--- config.mk ---
export PLATFORM = sky130hd
export DESIGN_NAME = shift_reg_sequencer_flat
export DESIGN_NICKNAME = d
export VERILOG_FILES = /design/src/rtl/shift_reg_sequencer_if.sv /design/src/rtl/shift_reg_sequencer.sv /design/src/flat_wrapper.sv
export SDC_FILE = /design/constraint.sdc
export NUM_CORES = 1
export LEC_CHECK = 0
export CORE_MARGIN = 2
export CORE_UTILIZATION = 38
export DETAILED_ROUTE_END_ITERATION = 8
export GPL_ROUTABILITY_DRIVEN = 1
export PLACE_DENSITY = 0.74
export REMOVE_ABC_BUFFERS = 1
export SETUP_SLACK_MARGIN = 0.3
export SYNTH_ARGS = -nofsm -noshare
export SYNTH_HDL_FRONTEND = slang
export SYNTH_SLANG_ARGS = --single-unit
export TNS_END_PERCENT = 1
--- constraint.sdc ---
create_clock -name CLOCK -period 1.46 [get_ports CLOCK]
set_clock_uncertainty 0.05 [all_clocks]
set_input_delay 0.365 -clock CLOCK [delete_from_list [all_inputs] [get_ports CLOCK]]
set_output_delay 0.365 -clock CLOCK [all_outputs]
set_load 0.01 [all_outputs]
--- src/rtl/shift_reg_sequencer_if.sv ---
// rtl/shift_reg_sequencer_if.sv - request handshake bundle for the shift register sequencer
interface shift_reg_sequencer_if #(
  parameter int WIDTH = 8,
  parameter int LEN_W = 4
);
  logic             req_valid;
  logic             req_ready;
  logic [WIDTH-1:0] req_data;
  logic             req_dir;
  logic [LEN_W-1:0] req_len;

  modport master (output req_valid, req_data, req_dir, req_len, input req_ready);
  modport slave  (input req_valid, req_data, req_dir, req_len, output req_ready);
endinterface

--- src/rtl/shift_reg_sequencer.sv ---
// rtl/shift_reg_sequencer.sv - load / shift / capture sequencer for a universal shift register
module shift_reg_sequencer #(
  parameter int WIDTH = 8,
  parameter int LEN_W = 4,
  parameter int DIV   = 1
) (
  input  logic                 CLOCK,
  input  logic                 RESET,
  shift_reg_sequencer_if.slave req,
  input  logic                 abort,
  input  logic                 ser_in,
  input  logic [WIDTH-1:0]     reg_q,
  output logic [1:0]           reg_ctrl,
  output logic                 reg_en,
  output logic [WIDTH-1:0]     reg_d,
  output logic                 reg_sin,
  output logic                 busy,
  output logic                 done,
  output logic [WIDTH-1:0]     rsp_data
);
  localparam int DIV_W = (DIV > 1) ? $clog2(DIV) : 1;
  localparam logic [DIV_W-1:0] DIV_LAST = DIV_W'(DIV - 1);

  typedef enum logic [1:0] {IDLE, LOAD, SHIFT, CAPTURE} state_t;

  state_t           state;
  logic [WIDTH-1:0] data_q;
  logic             dir_q;
  logic [LEN_W-1:0] len_q;
  logic [LEN_W-1:0] cnt_q;
  logic [DIV_W-1:0] div_q;
  logic [LEN_W-1:0] eff_len;
  logic             strobe;

  always_comb begin
    eff_len = req.req_len;
    if (req.req_len == '0 || req.req_len > LEN_W'(WIDTH))
      eff_len = LEN_W'(WIDTH);
  end

  // An abort suppresses the strobe in the same cycle it is sampled.
  assign strobe = (state == SHIFT) && (div_q == DIV_LAST) && !abort;

  always_comb begin
    reg_en   = 1'b0;
    reg_ctrl = 2'b00;
    reg_sin  = 1'b0;
    if (state == LOAD && !abort) begin
      reg_en   = 1'b1;
      reg_ctrl = 2'b10;
    end else if (strobe) begin
      reg_en   = 1'b1;
      reg_ctrl = dir_q ? 2'b11 : 2'b01;
      reg_sin  = ser_in;
    end
  end

  assign reg_d         = data_q;
  assign req.req_ready = (state == IDLE);
  assign busy          = (state != IDLE);

  always_ff @(posedge CLOCK) begin
    if (RESET) begin
      state    <= IDLE;
      data_q   <= '0;
      dir_q    <= 1'b0;
      len_q    <= '0;
      cnt_q    <= '0;
      div_q    <= '0;
      rsp_data <= '0;
      done     <= 1'b0;
    end else begin
      done <= 1'b0;
      case (state)
        IDLE: begin
          if (req.req_valid) begin
            data_q <= req.req_data;
            dir_q  <= req.req_dir;
            len_q  <= eff_len;
            state  <= LOAD;
          end
        end
        LOAD: begin
          cnt_q <= '0;
          div_q <= '0;
          state <= abort ? IDLE : SHIFT;
        end
        SHIFT: begin
          if (abort) begin
            state <= IDLE;
          end else if (strobe) begin
            div_q <= '0;
            cnt_q <= cnt_q + LEN_W'(1);
            if (cnt_q + LEN_W'(1) == len_q)
              state <= CAPTURE;
          end else begin
            div_q <= div_q + DIV_W'(1);
          end
        end
        CAPTURE: begin
          rsp_data <= reg_q;
          done     <= 1'b1;
          state    <= IDLE;
        end
        default: state <= IDLE;
      endcase
    end
  end
endmodule
--- src/flat_wrapper.sv ---
// flat-port wrapper written by rule: the top's interface ports become plain ports
module shift_reg_sequencer_flat 
#(
  parameter int WIDTH = 8,
  parameter int LEN_W = 4,
  parameter int DIV   = 1
)
  (CLOCK, RESET, abort, ser_in, reg_q, reg_ctrl, reg_en, reg_d, reg_sin, busy, done, rsp_data, req_req_valid, req_req_data, req_req_dir, req_req_len, req_req_ready);
  shift_reg_sequencer_if #(.WIDTH(WIDTH), .LEN_W(LEN_W)) req_i ();
  input  logic CLOCK;
  input  logic RESET;
  input  logic abort;
  input  logic ser_in;
  input  logic [WIDTH-1:0] reg_q;
  output logic [1:0] reg_ctrl;
  output logic reg_en;
  output logic [WIDTH-1:0] reg_d;
  output logic reg_sin;
  output logic busy;
  output logic done;
  output logic [WIDTH-1:0] rsp_data;
  input wire logic [$bits(req_i.req_valid)-1:0] req_req_valid;
  input wire logic [$bits(req_i.req_data)-1:0] req_req_data;
  input wire logic [$bits(req_i.req_dir)-1:0] req_req_dir;
  input wire logic [$bits(req_i.req_len)-1:0] req_req_len;
  output wire logic [$bits(req_i.req_ready)-1:0] req_req_ready;
  assign req_i.req_valid = req_req_valid;
  assign req_i.req_data = req_req_data;
  assign req_i.req_dir = req_req_dir;
  assign req_i.req_len = req_req_len;
  assign req_req_ready = req_i.req_ready;
  shift_reg_sequencer #(.WIDTH(WIDTH), .LEN_W(LEN_W), .DIV(DIV)) u_core (.CLOCK(CLOCK), .RESET(RESET), .req(req_i), .abort(abort), .ser_in(ser_in), .reg_q(reg_q), .reg_ctrl(reg_ctrl), .reg_en(reg_en), .reg_d(reg_d), .reg_sin(reg_sin), .busy(busy), .done(done), .rsp_data(rsp_data));
endmodule
==> flow_metrics.tcl, run 1 <==
set metrics [dict create \
    cts_inserted_buffers 5 \
    fin_crit_sh_pct 126 \
    multi_input_comb_area_um2 674 \
    htree_levels 2 \
    synth_commonest_cells "nand2_1, dfxtp_1, a21oi_1" \
    synth-edff-count 0 \
    outcome "finished, violations left" \
    slew_viol_final 0 \
    die_h_um 60.8 \
    wl_per_cell_um 13.0 \
    grt_max_degree 30 \
    violations "negative setup slack" \
    max_freq_mhz 545 \
    grt_pass1_wl_um 5130 \
    core_area_mm2 0.00305 \
    initial_utilization_pct 40.2 \
    synthCells 144 \
    yosys.area.top_type "dfxtp_1" \
    wl_met3_um 200 \
    die_x_um 60.8 \
    syn_area_mm2 0.00123 \
    ir_drop_uv 555 \
    min_path_cells 2 \
    area_growth_pct 68.8 \
    finalHoldViolCount 0 \
    drive_gt1_share_pct 40.2 \
    filler_cell_count 275 \
    crit_arrival_ns 1.42 \
    cts-root-buf "clkbuf_4" \
    r2r-start "u_core.state[0]$_SDFFE_PP0P_" \
    synth_top_area_share_pct 47.3 \
    synth-xor-area-share_pct 4.28 \
    gp_congestion 0.742 \
    finalSetupTns_ns -1.89 \
    p_comb_share_pct 16.9 \
    worst_slack_ns -0.376 \
    yosysUniqueCellTypes 32 \
    wl_met1_um 1310 \
    cts_tree "done" \
    crit_required_ns 1.04 \
    seqCellArea_um2 598 \
    grt_pass1_vias 1222 \
    dp.cells 241 \
    routed_wl_um 3290 \
    final_cell_count_no_fill 253 \
    end_kind "output port" \
    p_switching_uw 414 \
    synthArstFlopShare_pct 0 \
    clk_path_buf_depth 2 \
    crit_path_start_kind "register" \
    drt-pass1-iter-count 4 \
    vias 1235 \
    reg2reg_to "u_core.cnt_q[2]$_SDFFE_PP0P_" \
    clock_latency_ns 0.32 \
    cts_sinks 29 \
    critPathMaxFanout 2 \
    dp_slack_ns -0.797 \
    synth-seq-area-share_pct 47.3 \
    slew_headroom_pct 81.6 \
    power_frac_seq_pct 45.9 \
    rsz0062_at_grt "yes" \
    rr_worst_depth 6 \
    syn_avg_cell_area_um2 8.52 \
    drt_iter0_drc 45 \
    yosysWarnings 0 \
    worstMarginPinSlew_ns 0.272 \
    holdPathEnd "u_core.reg_d[4]$_SDFFE_PP0P_" \
    route.detailed.drc 0 \
    min_path_type "register to register" \
    synth_top_family_by_area "simple AND/OR/NAND/NOR gates" \
    placement_rows 20 \
    dieArea_mm2 0.00370 \
    worstSetupPathType "register to output port" \
    via_per_inst 4.88 \
    swShare_pct 22.8 \
    min_period_ns 1.84 \
    ys_ff_latch 29 \
    wl_met2_um 1700 \
    gr-total-overflow 0 \
    yosysMostFrequentCell "nand2_1" \
    drv_cap 0 \
    leakagePower_uw 0.000792 \
    synth_fa_ha_area_share_pct 1.02 \
    synth.area.mux_share_pct 1.73 \
    yosys.area_share.simple_pct 27.6 \
    antennaDiodeCount 0 \
    clk_pin_slew_ns 0.09 \
    setup_viol 9 \
    internal_power_uw 1410 \
    routed.top_layer "met4" \
    power.density_mw_per_mm2 878 \
    dpl.hpwl_um 2340 \
    p_clk_share_pct 37.2 \
    holdCritStartpoint "u_core.reg_d[4]$_SDFFE_PP0P_" \
    port_buffers 48 \
    final_nets 235 \
    io_pins 49 \
    synth-compound-area-share_pct 14.1 \
    antenna_left 0 \
    grt_usage_pct 19.1 \
    reg2reg_slack_ns -0.20 \
    antenna_found_initial 0 \
    synthTopCellsByArea "dfxtp_1, a21oi_1, nand2_1" \
    synth_ff_type "dfxtp_1" \
]
-- per-layer routing --
metal / vias to the layer above / track usage, %
li1: 628 / -
met1: 555 / 19.0
met2: 45 / 35.3
met3: 7 / 5.12
met4: 0 / 10.9
met5: - / 0
-- sequential cells by signal, summed over array words and instances (netlist names) --
register         count
u_core.div_q         1
u_core.reg_d         8
u_core.state         2
u_core.dir_q         1
u_core.done          1
u_core.len_q         4
u_core.rsp_data      8
u_core.cnt_q         4
-- worst max-delay path, cell delays in order, from the launching register on --
cell and delay (ns):
dfxtp_2 0.34, nand2b_4 0.14, or3b_4 0.37, a21oi_2 0.11, buf_2 0.13
-- logic make-up (layout without fill, tap and decap cells) --
family                     after synthesis  after routing
adders and majority gates                1              1
DFF                                     29             29
muxes                                    2              2
buffers and inverters                   11             76
xor gates and xnor gates                 6              6
AOI/OAI and AO/OA                       30             30
and+or+nand+nor                         65             65
-- how the worst max path moves through the flow --
stage	startpoint	end	slack, ns	cells past startpoint
after CTS	u_core.state[0]$_SDFFE_PP0P_	reg_ctrl[1]	-0.38	4
after global routing	u_core.state[1]$_SDFFE_PP0P_	reg_sin	-0.44	4
after detailed placement	abort	reg_sin	-0.80	4
after global placement	abort	reg_sin	-0.73	4
final	u_core.state[0]$_SDFFE_PP0P_	reg_ctrl[1]	-0.38	4
after floorplan	u_core.state[1]$_SDFFE_PP0P_	reg_ctrl[1]	-0.34	3
-- layout by cell type, fill, tap and decap left out, types with 2 or more instances in the layout --
cell type,n
nand2_1,24
clkdlybuf4s50_1,24
a21oi_1,20
buf_6,18
dfxtp_1,17
buf_4,11
dfxtp_2,11
nand3_1,9
nand2_2,7
buf_2,6
nand3b_1,5
clkbuf_4,5
clkdlybuf4s15_2,5
nor2_1,4
a21oi_2,4
xnor2_1,4
nor3_1,3
nand2b_4,2
or3b_4,2
a211oi_2,2
nor4b_1,2
xor2_1,2
-- layout make-up --
cell class,count,share of cell area [%]
clock buffers,7,2.66
inverters,1,0.181
well taps,44,2.66
flip-flops and latches,29,28.9
multi-input cells,104,32.5
clock inverters,1,1.45
repair buffers,67,31.6
-- what timing repair did --
| item | CTS | global route |
|---|---|---|
| hold buffers | 0 | 0 |
| pin swaps | 17 | 4 |
| buffers inserted | 4 | 0 |
| gates resized for setup | 131 | 14 |
| endpoints found under the setup margin | 42 | 52 |
-- power groups by stage --
| stage | clock, uW | combinational, uW | sequential (uW) |
|---|---|---|---|
| global route | 719 | 332 | 837 |
| detailed placement | 0 | 272 | 849 |
| CTS | 694 | 290 | 835 |
| global placement | 0 | 263 | 848 |
| finish | 677 | 308 | 834 |
| floorplan | 0 | 75.3 | 862 |
-- through the flow --
step / utilization, % / total power [uW] / instance area, um^2 / hold WS [ns]
finish: 67.9 / 1820 / 2070 / 0.414
global route: 67.9 / 1890 / 2070 / 0.421
CTS: 66.0 / 1820 / 2010 / 0.415
detailed placement: 60.0 / 1120 / 1830 / 0.398
global placement: 60.0 / 1110 / 1830 / 0.393
floorplan: - / 937 / 1180 / 0.376
Note: power is estimated with default switching activity, not from simulation.
==> inputs of run 2 (changes only) <==
--- a/config.mk
+++ b/config.mk
@@ -12,6 +12,7 @@
 export PLACE_DENSITY = 0.74
 export REMOVE_ABC_BUFFERS = 1
 export SETUP_SLACK_MARGIN = 0.3
+export SKIP_LAST_GASP = 1
 export SYNTH_ARGS = -nofsm -noshare
 export SYNTH_HDL_FRONTEND = slang
 export SYNTH_SLANG_ARGS = --single-unit
==> run 2 against run 1 <==
Net effect:
- the run still ends with negative setup slack left
- sequential power about the same
- routed wire length down 3.7%
- sequential share of layout area up 0.89 points
- cell area down 4.8%
- count of clock-buffer cells in the layout unchanged
- worst setup slack worse by 0.0054 ns
- critical path depth unchanged
- largest power group unchanged
==> flow_metrics.tcl, run 2 (synthesized netlist as in run 1, its figures left out) <==
set metrics [dict create \
    grt_max_degree 30 \
    seqCellArea_um2 587 \
    grt_pass1_wl_um 5080 \
    slowest_stage "or3b_4" \
    rsz0062_at_grt "yes" \
    power.density_mw_per_mm2 909 \
    worst_slack_ns -0.381 \
    critPathMaxFanout 2 \
    drt-pass1-iter-count 4 \
    outcome "finished, violations left" \
    grt_pass1_vias 1198 \
    dieArea_mm2 0.00370 \
    end_kind "output port" \
    core_area_mm2 0.00305 \
    drv_cap 0 \
    cts_tree "done" \
    antenna_left 0 \
    htree_levels 2 \
    worstSetupPathType "register to output port" \
    finalSetupTns_ns -6.69 \
    finalHoldViolCount 0 \
    layout_commonest_cell "clkdlybuf4s50_1" \
    fin_crit_sh_pct 126 \
    drt_iter0_drc 70 \
    place_area_mm2 0.00183 \
    clk_pin_slew_ns 0.09 \
    design_area_mm2 0.00197 \
    route.detailed.drc 0 \
    utilization_pct 64.6 \
    setup_viol 38 \
    vias 1217 \
    violations "negative setup slack" \
    crit_arrival_ns 1.43 \
    antennaDiodeCount 0 \
    wl_per_cell_um 12.5 \
    gr-total-overflow 0 \
    crit_required_ns 1.04 \
    clk_path_buf_depth 2 \
    die_x_um 60.8 \
    io_pins 49 \
    grt_usage_pct 18.9 \
    filler_cell_count 288 \
    cpPeakStageDelay_ns 0.37 \
    antenna_found_initial 0 \
    clock_latency_ns 0.33 \
    cts-root-buf "clkbuf_4" \
    worstMarginPinSlew_ns 0.312 \
    drive_gt1_share_pct 19.6 \
    final_nets 235 \
    ir_drop_uv 552 \
    die_h_um 60.8 \
    placement_rows 20 \
    min_period_ns 1.84 \
    holdWs_ns 0.406 \
    dpl.hpwl_um 2340 \
    max_freq_mhz 543 \
    initial_utilization_pct 40.2 \
    cp_cell_sequence "nand2b_4 > or3b_4 > a21oi_2 > buf_2" \
    gp_congestion 0.742 \
    final_cell_mix "clkdlybuf4s50_1, nand2_1, dfxtp_1" \
    routed_wl_um 3170 \
    via_per_inst 4.81 \
    leakagePower_uw 0.000734 \
    min_path_type "register to register" \
    cts_inserted_buffers 5 \
    totalPowerFinal_uw 1790 \
    slew_viol_final 0 \
    cts_sinks 29 \
    multi_input_comb_area_um2 619 \
    port_buffers 48 \
    slew_headroom_pct 79.2 \
    area_growth_pct 60.7 \
    crit_path_start_kind "register" \
]
run 2: area by class of cell:
type / instances / area share (%)
well taps: 44 / 2.79
repair buffers: 67 / 31.5
multi-input cells: 104 / 31.4
inverters: 1 / 0.190
flip-flops and latches: 29 / 29.8
clock buffers: 7 / 2.79
clock inverters: 1 / 1.52
run 2: what timing repair did:
| item | CTS | global route |
|---|---|---|
| setup endpoints to repair | 42 | 52 |
| gates resized for setup | 30 | 1 |
| setup buffers | 4 | 0 |
| pin swaps | 4 | 1 |
| hold endpoints to repair | 0 | 0 |
| hold buffers | 0 | 0 |
run 2: where the power goes:
| group | internal, uW | switching (uW) | leakage (uW) |
|---|---|---|---|
| sequential | 816 | 15.2 | 0.000238 |
| combinational | 167 | 116 | 0.000451 |
| clock | 409 | 270 | 0.0000455 |
| total | 1390 | 401 | 0.000734 |
run 2: worst paths after layout:
path,from,to,slack [ns],depth (start not counted)
max reg2reg,u_core.div_q$_SDFFE_PP0P_,u_core.cnt_q[2]$_SDFFE_PP0P_,-0.30,6
min reg2reg,u_core.reg_d[0]$_SDFFE_PP0P_,u_core.reg_d[0]$_SDFFE_PP0P_,0.41,2
max,u_core.state[0]$_SDFFE_PP0P_,reg_ctrl[1],-0.38,4
min,u_core.reg_d[0]$_SDFFE_PP0P_,u_core.reg_d[0]$_SDFFE_PP0P_,0.41,2
run 2: layer usage:
metal	wire (um)	track usage, %	up-vias
met5	0	0	-
met4	66	10.9	0
met3	225	5.54	5
met2	1590	34.1	40
met1	1280	19.2	546
li1	-	-	626
run 2: through the flow:
step                      setup slack (ns)  instances
after floorplan                     -0.337        134
after global placement              -0.726        241
after detailed placement            -0.797        241
after CTS                           -0.379        253
after global routing                -0.430        253
final                               -0.381        253
run 2: worst max-delay path, delay by kind of cell, from the launching register on:
family / cells / cell delay (ns)
compound gates: 1 / 0.11
flops: 1 / 0.34
simple gates: 2 / 0.51
buf+inv: 1 / 0.13
==> inputs of run 3 (changes only) <==
==> constraint.sdc (replaced) <==
create_clock -name CLOCK -period 1.46 [get_ports CLOCK]
set_clock_uncertainty 0.05 [all_clocks]
set_input_delay 0.365 -clock CLOCK [delete_from_list [all_inputs] [get_ports CLOCK]]
set_output_delay 0.365 -clock CLOCK [all_outputs]
set_load 0.02 [all_outputs]
==> run 3 against run 2 <==
Net effect:
- final cell count fell by 0.40%
- highest routed layer unchanged
- worst setup slack got worse by 0.0011 ns
- routed wire length shrank 3.4%
- sequential share of layout area increased by 0.11 points
- clock power is 19% lower
- non-clock buffer count shrank 1
- the run still ends with negative setup slack left
==> flow_metrics.tcl, run 3 (synthesized netlist as in run 1, its figures left out) <==
set metrics [dict create \
    route.detailed.drc 0 \
    end_kind "output port" \
    wl_met1_um 1230 \
    reg2reg_to "u_core.cnt_q[2]$_SDFFE_PP0P_" \
    wl_met2_um 1560 \
    core_area_mm2 0.00305 \
    grt_pass1_vias 1170 \
    cts_inserted_buffers 5 \
    io_pins 49 \
    worst_slack_ns -0.382 \
    postCtsHoldBufs 0 \
    grt_usage_pct 18.1 \
    holdPathEnd "u_core.reg_d[1]$_SDFFE_PP0P_" \
    clock_latency_ns 0.33 \
    cts-root-buf "clkbuf_4" \
    dp.cells 241 \
    drive_gt1_share_pct 19.7 \
    rsz0062_at_grt "yes" \
    power.density_mw_per_mm2 859 \
    rr_worst_depth 6 \
    worstSetupPathType "register to output port" \
    placement_rows 20 \
    worstMarginPinSlew_ns 0.286 \
    min_path_cells 2 \
    vias 1241 \
    drt-pass1-iter-count 4 \
    gr-total-overflow 0 \
    critPathMaxFanout 2 \
    crit_arrival_ns 1.43 \
    setup_viol 38 \
    finalHoldViolCount 0 \
    initial_utilization_pct 40.2 \
    holdCritStartpoint "u_core.reg_d[1]$_SDFFE_PP0P_" \
    grt_max_degree 30 \
    ir_drop_uv 516 \
    min_period_ns 1.84 \
    crit_buf_inv 1 \
    drt_iter0_drc 68 \
    slew_headroom_pct 80.6 \
    area_growth_pct 59.0 \
    die_h_um 60.8 \
    htree_levels 2 \
    die_x_um 60.8 \
    fin_crit_sh_pct 126 \
    reg2reg_slack_ns -0.34 \
    violations "negative setup slack" \
    dp_slack_ns -0.848 \
    clk_pin_slew_ns 0.09 \
    final_cell_mix "clkdlybuf4s50_1, nand2_1, dfxtp_1" \
    layout_commonest_cell "clkdlybuf4s50_1" \
    utilization_pct 63.9 \
    leakagePower_uw 0.000724 \
    gp_congestion 0.745 \
    path_delay_family "simple AND/OR/NAND/NOR gates" \
    wl_met3_um 197 \
    multi_input_comb_area_um2 614 \
    filler_cell_count 285 \
    final_cell_count_no_fill 252 \
    antennaDiodeCount 0 \
    max_freq_mhz 543 \
    final_nets 234 \
    drv_cap 0 \
    totalPowerFinal_uw 1680 \
    wl_per_cell_um 12.1 \
    antenna_found_initial 0 \
    cp_cell_sequence "nand2b_4 > or3b_4 > a21oi_2 > buf_4" \
    crit_required_ns 1.04 \
    seqCellArea_um2 583 \
    cts_tree "done" \
    antenna_left 0 \
    grt_pass1_wl_um 4890 \
    crit_path_start_kind "register" \
    dpl.hpwl_um 2250 \
    routed_wl_um 3060 \
    routed.top_layer "met4" \
    slew_viol_final 0 \
    cpPeakStageDelay_ns 0.36 \
    dieArea_mm2 0.00370 \
    min_path_type "register to register" \
    slowest_stage "or3b_4" \
    outcome "finished, violations left" \
    clk_path_buf_depth 2 \
    via_per_inst 4.92 \
    cts_sinks 29 \
    port_buffers 48 \
    r2r-start "u_core.state[0]$_SDFFE_PP0P_" \
]
## run 3: metrics by stage
stage / TNS, ns / area [um^2] / hold slack [ns]
5_1_grt: -10.10 / 1950 / 0.424
4_1_cts: -7.02 / 1930 / 0.410
6_report: -7.62 / 1950 / 0.410
2_1_floorplan: -4.22 / 1180 / 0.376
3_3_place_gp: -9.00 / 1830 / 0.393
3_5_place_dp: -9.78 / 1830 / 0.398
## run 3: worst reg2reg max path, cell delays in order (launching register included)
cell,delay (ns)
dfxtp_2,0.34
buf_12,0.13
nor4b_4,0.32
buf_4,0.16
buf_4,0.15
mux2_2,0.34
a211oi_1,0.22
## run 3: what timing repair did
item / CTS / global route
resized for setup: 32 / 3
cloned: 0 / 0
setup endpoints to repair: 42 / 50
buffers inserted: 1 / 2
pin swaps: 4 / 2
## run 3: where the power goes
group / internal (uW) / switching, uW
clock network: 279 / 268
logic: 167 / 131
registers: 817 / 15.0
## run 3: layer usage
layer	vias to the layer above	global-route usage, %
met4	0	11.2
met5	-	0
met1	570	19.5
met3	7	3.84
met2	46	32.0
li1	618	-
## run 3: area by class of cell
type | instances | area share [%]
multi-input cells | 104 | 31.5
flip-flops and latches | 29 | 29.9
repair buffers | 66 | 32.1
inverters | 1 | 0.192
clock buffers | 7 | 3.33
clock inverters | 1 | 0.256
well taps | 44 | 2.82
## run 3: worst max path at each step
stage	endpoint	startpoint	slack, ns	cells after the start
4_1_cts	reg_sin	u_core.state[0]$_SDFFE_PP0P_	-0.39	4
6_report	reg_ctrl[1]	u_core.state[0]$_SDFFE_PP0P_	-0.38	4
3_5_place_dp	reg_sin	abort	-0.85	4
2_1_floorplan	reg_ctrl[1]	u_core.state[1]$_SDFFE_PP0P_	-0.48	3
3_3_place_gp	reg_sin	abort	-0.79	4
5_1_grt	reg_ctrl[1]	u_core.state[0]$_SDFFE_PP0P_	-0.46	4
